===== src/rtl/pc_unit_ras_if.sv =====
// Fetch-side bundle for pc_unit_ras: control requests, operands and PC/RAS status.
interface pc_unit_ras_if #(
  parameter int INSTR_ADDR_WIDTH = 32,
  parameter int RAS_DEPTH        = 8
);
  localparam int CW = $clog2(RAS_DEPTH) + 1;

  logic                        clk_en;
  logic                        stall;
  logic [3:0]                  flags;
  logic                        branch_en;
  logic [3:0]                  branch_cond;
  logic                        jump_en;
  logic                        link_en;
  logic                        ret_en;
  logic                        instr_len;
  logic [INSTR_ADDR_WIDTH-1:0] branch_base_addr;
  logic [INSTR_ADDR_WIDTH-1:0] short_offset;
  logic [INSTR_ADDR_WIDTH-1:0] long_offset;
  logic [INSTR_ADDR_WIDTH-1:0] pc;
  logic [INSTR_ADDR_WIDTH-1:0] next_instr_addr;
  logic [INSTR_ADDR_WIDTH-1:0] link_addr;
  logic                        redirect;
  logic [CW-1:0]               ras_count;
  logic                        ras_overflow;
  logic                        ras_underflow;

  modport master (
    output clk_en, stall, flags, branch_en, branch_cond, jump_en, link_en, ret_en,
           instr_len, branch_base_addr, short_offset, long_offset,
    input  pc, next_instr_addr, link_addr, redirect, ras_count, ras_overflow, ras_underflow
  );

  modport slave (
    input  clk_en, stall, flags, branch_en, branch_cond, jump_en, link_en, ret_en,
           instr_len, branch_base_addr, short_offset, long_offset,
    output pc, next_instr_addr, link_addr, redirect, ras_count, ras_overflow, ras_underflow
  );
endinterface


===== src/rtl/pc_unit_ras.sv =====
// Fetch PC generator: sequential / conditional branch / jump / return select,
// with a circular return-address stack that overwrites its oldest entry when full.
module pc_unit_ras #(
  parameter int                          INSTR_ADDR_WIDTH = 32,
  parameter int                          RAS_DEPTH        = 8,
  parameter logic [INSTR_ADDR_WIDTH-1:0] RESET_VECTOR     = '0,
  parameter int                          OFFSET_SHIFT     = 1
) (
  input logic          clk,
  input logic          sync_rst,
  pc_unit_ras_if.slave bus
);
  localparam int AW = INSTR_ADDR_WIDTH;
  localparam int PW = $clog2(RAS_DEPTH);
  localparam int CW = PW + 1;

  typedef enum logic [2:0] {SRC_HOLD, SRC_RET, SRC_BR, SRC_JMP, SRC_SEQ} src_e;

  logic [AW-1:0] pc_q, seq, br_tgt, jmp_tgt, nxt, ras_top;
  logic [AW-1:0] ras [RAS_DEPTH];
  logic [PW-1:0] sp;
  logic [CW-1:0] cnt;
  logic          redir_q, ovf_q, unf_q;
  logic          cond_ok, ras_empty, ras_full, push;
  src_e          src;

  function automatic logic cond_eval(input logic [3:0] cc, input logic [3:0] f);
    logic n, z, c, v;
    {n, z, c, v} = f;
    case (cc)
      4'd0:    return 1'b1;
      4'd1:    return z;
      4'd2:    return !z;
      4'd3:    return c;
      4'd4:    return !c;
      4'd5:    return n;
      4'd6:    return !n;
      4'd7:    return v;
      4'd8:    return !v;
      4'd9:    return c && !z;
      4'd10:   return !c || z;
      4'd11:   return n == v;
      4'd12:   return n != v;
      4'd13:   return !z && (n == v);
      4'd14:   return z || (n != v);
      default: return 1'b0;
    endcase
  endfunction

  assign seq       = pc_q + (bus.instr_len ? AW'(4) : AW'(2));
  assign br_tgt    = bus.branch_base_addr + (bus.short_offset << OFFSET_SHIFT);
  assign jmp_tgt   = pc_q + (bus.long_offset << OFFSET_SHIFT);
  assign ras_empty = (cnt == '0);
  assign ras_full  = (cnt == CW'(RAS_DEPTH));
  assign ras_top   = ras[sp - PW'(1)];
  assign cond_ok   = cond_eval(bus.branch_cond, bus.flags);

  always_comb begin
    src = SRC_SEQ;
    nxt = seq;
    if (bus.stall) begin
      src = SRC_HOLD;
      nxt = pc_q;
    end else if (bus.ret_en && !ras_empty) begin
      src = SRC_RET;
      nxt = ras_top;
    end else if (bus.branch_en && cond_ok) begin
      src = SRC_BR;
      nxt = br_tgt;
    end else if (bus.jump_en) begin
      src = SRC_JMP;
      nxt = jmp_tgt;
    end
  end

  assign push = bus.link_en && (src == SRC_BR || src == SRC_JMP);

  always_ff @(posedge clk) begin
    if (sync_rst) begin
      pc_q    <= RESET_VECTOR;
      redir_q <= 1'b0;
      sp      <= '0;
      cnt     <= '0;
      ovf_q   <= 1'b0;
      unf_q   <= 1'b0;
    end else if (bus.clk_en) begin
      pc_q    <= nxt;
      redir_q <= (src == SRC_RET) || (src == SRC_BR) || (src == SRC_JMP);
      // Full push keeps the count and lets sp wrap over the oldest slot.
      if (push) begin
        sp <= sp + PW'(1);
        if (ras_full) ovf_q <= 1'b1;
        else          cnt   <= cnt + CW'(1);
      end else if (src == SRC_RET) begin
        sp  <= sp - PW'(1);
        cnt <= cnt - CW'(1);
      end
      if (!bus.stall && bus.ret_en && ras_empty) unf_q <= 1'b1;
    end
  end

  always_ff @(posedge clk) begin
    if (!sync_rst && bus.clk_en && push) ras[sp] <= seq;
  end

  assign bus.pc              = pc_q;
  assign bus.next_instr_addr = nxt;
  assign bus.link_addr       = seq;
  assign bus.redirect        = redir_q;
  assign bus.ras_count       = cnt;
  assign bus.ras_overflow    = ovf_q;
  assign bus.ras_underflow   = unf_q;
endmodule


===== src/flat_wrapper.sv =====
// flat-port wrapper written by rule: the top's interface ports become plain ports
module pc_unit_ras_flat 
#(
  parameter int                          INSTR_ADDR_WIDTH = 32,
  parameter int                          RAS_DEPTH        = 8,
  parameter logic [INSTR_ADDR_WIDTH-1:0] RESET_VECTOR     = '0,
  parameter int                          OFFSET_SHIFT     = 1
)
  (clk, sync_rst, bus_clk_en, bus_stall, bus_flags, bus_branch_en, bus_branch_cond, bus_jump_en, bus_link_en, bus_ret_en, bus_instr_len, bus_branch_base_addr, bus_short_offset, bus_long_offset, bus_pc, bus_next_instr_addr, bus_link_addr, bus_redirect, bus_ras_count, bus_ras_overflow, bus_ras_underflow);
  pc_unit_ras_if #(.INSTR_ADDR_WIDTH(INSTR_ADDR_WIDTH), .RAS_DEPTH(RAS_DEPTH)) bus_i ();
  input logic clk;
  input logic sync_rst;
  input wire logic [$bits(bus_i.clk_en)-1:0] bus_clk_en;
  input wire logic [$bits(bus_i.stall)-1:0] bus_stall;
  input wire logic [$bits(bus_i.flags)-1:0] bus_flags;
  input wire logic [$bits(bus_i.branch_en)-1:0] bus_branch_en;
  input wire logic [$bits(bus_i.branch_cond)-1:0] bus_branch_cond;
  input wire logic [$bits(bus_i.jump_en)-1:0] bus_jump_en;
  input wire logic [$bits(bus_i.link_en)-1:0] bus_link_en;
  input wire logic [$bits(bus_i.ret_en)-1:0] bus_ret_en;
  input wire logic [$bits(bus_i.instr_len)-1:0] bus_instr_len;
  input wire logic [$bits(bus_i.branch_base_addr)-1:0] bus_branch_base_addr;
  input wire logic [$bits(bus_i.short_offset)-1:0] bus_short_offset;
  input wire logic [$bits(bus_i.long_offset)-1:0] bus_long_offset;
  output wire logic [$bits(bus_i.pc)-1:0] bus_pc;
  output wire logic [$bits(bus_i.next_instr_addr)-1:0] bus_next_instr_addr;
  output wire logic [$bits(bus_i.link_addr)-1:0] bus_link_addr;
  output wire logic [$bits(bus_i.redirect)-1:0] bus_redirect;
  output wire logic [$bits(bus_i.ras_count)-1:0] bus_ras_count;
  output wire logic [$bits(bus_i.ras_overflow)-1:0] bus_ras_overflow;
  output wire logic [$bits(bus_i.ras_underflow)-1:0] bus_ras_underflow;
  assign bus_i.clk_en = bus_clk_en;
  assign bus_i.stall = bus_stall;
  assign bus_i.flags = bus_flags;
  assign bus_i.branch_en = bus_branch_en;
  assign bus_i.branch_cond = bus_branch_cond;
  assign bus_i.jump_en = bus_jump_en;
  assign bus_i.link_en = bus_link_en;
  assign bus_i.ret_en = bus_ret_en;
  assign bus_i.instr_len = bus_instr_len;
  assign bus_i.branch_base_addr = bus_branch_base_addr;
  assign bus_i.short_offset = bus_short_offset;
  assign bus_i.long_offset = bus_long_offset;
  assign bus_pc = bus_i.pc;
  assign bus_next_instr_addr = bus_i.next_instr_addr;
  assign bus_link_addr = bus_i.link_addr;
  assign bus_redirect = bus_i.redirect;
  assign bus_ras_count = bus_i.ras_count;
  assign bus_ras_overflow = bus_i.ras_overflow;
  assign bus_ras_underflow = bus_i.ras_underflow;
  pc_unit_ras #(.INSTR_ADDR_WIDTH(INSTR_ADDR_WIDTH), .RAS_DEPTH(RAS_DEPTH), .RESET_VECTOR(RESET_VECTOR), .OFFSET_SHIFT(OFFSET_SHIFT)) u_core (.clk(clk), .sync_rst(sync_rst), .bus(bus_i));
endmodule

===== config.mk =====
export PLATFORM = sky130hd
export DESIGN_NAME = pc_unit_ras_flat
export DESIGN_NICKNAME = d
export VERILOG_FILES = /design/src/rtl/pc_unit_ras_if.sv /design/src/rtl/pc_unit_ras.sv /design/src/flat_wrapper.sv
export SDC_FILE = /design/constraint.sdc
export NUM_CORES = 1
export LEC_CHECK = 0
export CAP_MARGIN = 40
export CORE_MARGIN = 4
export CORE_UTILIZATION = 60
export CTS_CLUSTER_DIAMETER = 150
export DETAILED_ROUTE_END_ITERATION = 16
export PLACE_DENSITY_LB_ADDON = 0.3
export SYNTH_ARGS = -nofsm -noshare
export SYNTH_HDL_FRONTEND = slang
export SYNTH_SLANG_ARGS = --single-unit
export TNS_END_PERCENT = 20

===== constraint.sdc =====
create_clock -name clk -period 12.7 [get_ports clk]
set_input_delay 2.54 -clock clk [delete_from_list [all_inputs] [get_ports clk]]
set_output_delay 2.54 -clock clk [all_outputs]
set_load 0.01 [all_outputs]

# Yosys cells after proc, flatten, opt, wreduce, memory -nomap -nowiden
# Memories as Yosys holds them, arrays and structs flattened.
# Cells that the tools add are included.
# totals
ff_bits,42
mem_bits_rw,256
inputBits,113
output_inout_bits,103
word_cells,80
mem_count,1
# mem_list
name,depth,word_bits,rd,rd_ports_with_merged_regs,write_ports,line,source
u_core.ras,8,32,1,0,1,pc_unit_ras.sv:20,logic [AW-1:0] ras [RAS_DEPTH];
# op_classes
addsub,7
eq_ne,21
n_mux,17
n_reduce_logical,28
# op_table
cell,count
2-to-1 mux 32 bit,4
adder 32 bit,3
"equality test 4 bit, second input constant",8
2-to-1 mux 3 bit,7
"equality test 4 x 3 -> 1 bit, second input constant",4
case mux 1 bit (15 select lines),1
2-to-1 mux 4 bit,3
logical AND 1 bit,9
"equality test 4 x 2 -> 1 bit, second input constant",2
zero test 4 bit,2
zero test 1 bit,7
"equality test 3 x 2 -> 1 bit, second input constant",2
AND reduction 3 bit,2
logical OR 1 bit,5
"adder 4 x 1 -> 4 bit, second input constant",1
"equality test 4 x 1 -> 1 bit, second input constant",1
AND reduction 2 bit,2
"subtractor 4 x 1 -> 4 bit, second input constant",1
"adder 3 x 1 -> 3 bit, second input constant",1
"equality test 3 x 1 -> 1 bit, second input constant",1
"subtractor 3 x 1 -> 3 bit, second input constant",1
2-to-1 mux 1 bit,2
"!= test 2 bit, second input constant",1
nonzero test 2 bit,1
2 further kinds,2

# Longest topological paths before layout
# depth
ltp_word,13
mapped_depth,13
ltp_nobuf,12

# Worst setup path before layout
# Ideal clock, no wire load.
# synth_timing
kind,input -> output
from,input port bus_instr_len
to,output port bus_next_instr_addr[29]
arrival_time_ns,5.232
slack_ns,4.928
path_stages,12
path_buffers,0
cell_sequence,inv_1 ha_1 inv_1 fa_1 nand3b_1 nor3_2 and2_1 nand3_1 xnor2_1 a211o_1 a32oi_1 o21bai_1
# synth_via
elab_chain_cells,6
# synth_lines
item,line,source
start: declaration,flat_wrapper.sv:21,input wire logic [$bits(bus_i.instr_len)-1:0] bus_instr_len;
2-to-1 mux 3 bit,pc_unit_ras.sv:50,assign seq = pc_q + (bus.instr_len ? AW'(4) : AW'(2));
adder 32 bit,pc_unit_ras.sv:50,
named net bus_link_addr[29],flat_wrapper.sv:27,output wire logic [$bits(bus_i.link_addr)-1:0] bus_link_addr;
2-to-1 mux 32 bit,pc_unit_ras.sv:70,end else if (bus.jump_en) begin
2-to-1 mux 32 bit,pc_unit_ras.sv:67,end else if (bus.branch_en && cond_ok) begin
2-to-1 mux 32 bit,pc_unit_ras.sv:64,end else if (bus.ret_en && !ras_empty) begin
2-to-1 mux 32 bit,pc_unit_ras.sv:61,if (bus.stall) begin
end: declaration,flat_wrapper.sv:26,output wire logic [$bits(bus_i.next_instr_addr)-1:0] bus_next_instr_addr;
# The timed path passes the listed nets, and every way through them passes these cells.

# Worst setup path in the final report
# layout_timing
from,input port bus_instr_len
to,output port bus_next_instr_addr[29]
# layout_via
elab_chain_cells,6
# layout_lines
item,line
2-to-1 mux 3 bit,pc_unit_ras.sv:50
adder 32 bit,pc_unit_ras.sv:50
2-to-1 mux 32 bit,pc_unit_ras.sv:70
2-to-1 mux 32 bit,pc_unit_ras.sv:67
2-to-1 mux 32 bit,pc_unit_ras.sv:64
2-to-1 mux 32 bit,pc_unit_ras.sv:61
# Every way passes these cells.

==> flow_summary.json <==
{
  "status": "finished clean",
  "p_sw_uw": 781,
  "synthesis.area_um2": 16800,
  "core-area_um2": 27700,
  "vias": 13600,
  "drt_iter0_drc": 1727,
  "hold_buffers": 0,
  "clkSlewWorstSetupHoldPaths_ps": 70,
  "cp.required_ps": 10160,
  "period_share": 0.772,
  "grt_max_degree": 55,
  "num_rows": 61,
  "worst_slew_pin_slew_ps": 994,
  "cts_resized": 0,
  "area_growth_pct": 21.1,
  "hold_path.class": "reg2reg",
  "clock_latency_ps": 560,
  "ys_seq_area_frac": 0.507,
  "n_fill_cell": 1858,
  "dpl.hpwl_um": 35600,
  "seq_power_share": 0.423,
  "synth_ff_type": "edfxtp_1",
  "internal-power_uw": 1880,
  "cp_max_fo": 10,
  "rsz0062_at_grt": "false",
  "drive_gt1_frac": 0.114,
  "yosys_warnings": 0,
  "cts_buffers": 28,
  "place_area_um2": 19400,
  "path_class": "in2out",
  "design_area_um2": 20400,
  "cts.sinks": 298,
  "grt_pass1_vias": 12900,
  "finalWeightedCongestion": 0.999,
  "tritoncts": "yes",
  "antenna_found_initial": 2,
  "cp-start-kind": "input pin",
  "start_util": 0.607,
  "layout.nets": 1810,
  "setup_viol": 0,
  "p_leak_uw": 0.00736,
  "clock_tree.buffer_depth": 3,
  "avgSynthCellArea_um2": 11.8,
  "final_cell_mix": "256 x edfxtp_1, 211 x clkdlybuf4s50_1, 137 x nand2_1",
  "synth_edf_count": 256,
  "slew_headroom": 0.333,
  "viasPerCell": 6.70,
  "cts_root_buffer": "clkbuf_16",
  "crit_path_end_kind": "primary output",
  "port_buffers": 213,
  "fmax_ghz": 0.102,
  "fin_setup_tns_ps": 0,
  "synthArstFlopShare": 0,
  "syn_inst": 1425,
  "firstDrtPassIters": 6,
  "p_clk_frac": 0.318,
  "power_per_cell_area_nw_per_um2": 130,
  "grt_usage": 0.329,
  "io_pins": 216,
  "ir_worst_vdd_mv": 0.169,
  "die_w_um": 175,
  "layout_min_cycle_time_ps": 9800,
  "netSwitchingFraction": 0.294,
  "die_y_um": 175,
  "htree_levels": 1,
  "syn_nets": 1607,
  "slew_viol_final": 0,
  "yosysUniqueCellTypes": 88,
  "pwr-share-comb": 0.259,
  "hold_viol": 0,
  "ant_nets": 0,
  "arrival_ps": 7260,
  "gr-total-overflow": 0,
  "cts_setup_buffers": 0,
  "synth_seq_cells": 298,
  "final_common_cell": "edfxtp_1",
  "avgRoutedWirePerCell_um": 25.8,
  "cap_violations": 0,
  "dieArea_um2": 30800,
  "drc_errors": 0,
  "grt_pass1_wl_um": 77600,
  "fin_worst_skew_ps": 33.3,
  "drt_wl_total_um": 52300
}
[power by group through the flow]
stage | registers (uW) | logic (uW) | clock network, uW
6_report | 1120 | 689 | 846
3_3_place_gp | 1140 | 651 | 0
3_5_place_dp | 1140 | 667 | 0
2_1_floorplan | 1130 | 397 | 0
4_1_cts | 1120 | 674 | 854
5_1_grt | 1130 | 730 | 897
[stage by stage]
| stage | utilization | hold slack (ps) | instances | worst slack (ps) | total power (uW) |
|---|---|---|---|---|---|
| after global routing | 0.736 | 526 | 2027 | 2770 | 2750 |
| after global placement | 0.699 | 456 | 1968 | 3180 | 1790 |
| after CTS | 0.735 | 483 | 2023 | 3040 | 2650 |
| final | 0.736 | 476 | 2028 | 2900 | 2660 |
| after floorplan | - | 503 | 1425 | 4930 | 1530 |
| after detailed placement | 0.701 | 466 | 1972 | 3070 | 1810 |
[state kept, by name, summed over array words and instances, names as in the netlist]
signal	flops
u_core.bus.pc	32
u_core.bus.ras_overflow	1
u_core.bus.ras_count	4
u_core.bus.redirect	1
u_core.bus.ras_underflow	1
u_core.sp	3
u_core.ras	256
[area by class of cell]
type / count / area [um^2] / area share
Multi-Input combinational cell: 1030 / 7980 / 0.392
Inverter: 29 / 109 / 0.00534
Sequential cell: 298 / 8530 / 0.419
Tap cell: 378 / 473 / 0.0232
Clock inverter: 14 / 159 / 0.00780
Antenna cell: 1 / 2.50 / 0.000123
Timing Repair Buffer: 241 / 2360 / 0.116
Clock buffer: 37 / 766 / 0.0376
[routing by layer]
metal	up-vias	wire length, um	GRT usage
met5	-	13	0
met1	6546	20100	0.458
met4	2	1910	0.106
met3	135	6130	0.0680
met2	929	24100	0.525
li1	5971	-	-
[worst max-delay path: stages]
cell and delay, ps:
clkdlybuf4s50_1 430, inv_1 110, ha_1 200, inv_1 70, fa_1 410, nand3b_1 340, nor3_2 680, and2_1 240
nand3_1 90, xnor2_1 790, a211o_1 240, a32oi_1 190, o21bai_1 310, clkdlybuf4s50_1 600
[synthesized netlist by cell type, types with 20 or more instances]
library cell  count  share of area
a21o_1           27          0.012
a21oi_1          85          0.025
clkbuf_1         47          0.010
dfxtp_1          42          0.050
edfxtp_1        256           0.46
ha_1             66          0.049
inv_1            27         0.0060
mux2i_1          35          0.021
mux4_2           64          0.086
nand2_1         138          0.031
nand3_1          29         0.0086
nor2_1          109          0.024
nor3_1           24         0.0071
o21a_1           20         0.0089
o21ai_0          80          0.024
xnor2_1          39          0.020
xor2_1           27          0.014
[logic make-up after synthesis]
kind of cell             after synthesis  synth area share
AO/OA/AOI/OAI                        373             0.154
AND/OR/NAND/NOR                      418             0.119
flip-flops                           298             0.507
multiplexers                         104             0.110
XOR/XNOR                              66            0.0343
buffers and inverters                 97            0.0232
adder cells (fa/ha/maj)               69            0.0526
[path summary, 6_finish.rpt]
| check | start | end | slack (ps) | cells after the start |
|---|---|---|---|---|
| worst max-delay path | bus_instr_len | bus_next_instr_addr[29] | 2900 | 14 |
| worst max register to register | u_core.bus.pc[1]$_SDFFE_PP0P_ | u_core.bus.pc[19]$_SDFFE_PP0P_ | 8750 | 11 |
| worst min-delay path | u_core.bus.ras_overflow$_SDFFE_PP0P_ | u_core.bus.ras_overflow$_SDFFE_PP0P_ | 480 | 2 |
| worst min register to register | u_core.bus.ras_overflow$_SDFFE_PP0P_ | u_core.bus.ras_overflow$_SDFFE_PP0P_ | 480 | 2 |
(Power assumes the default switching activity.)
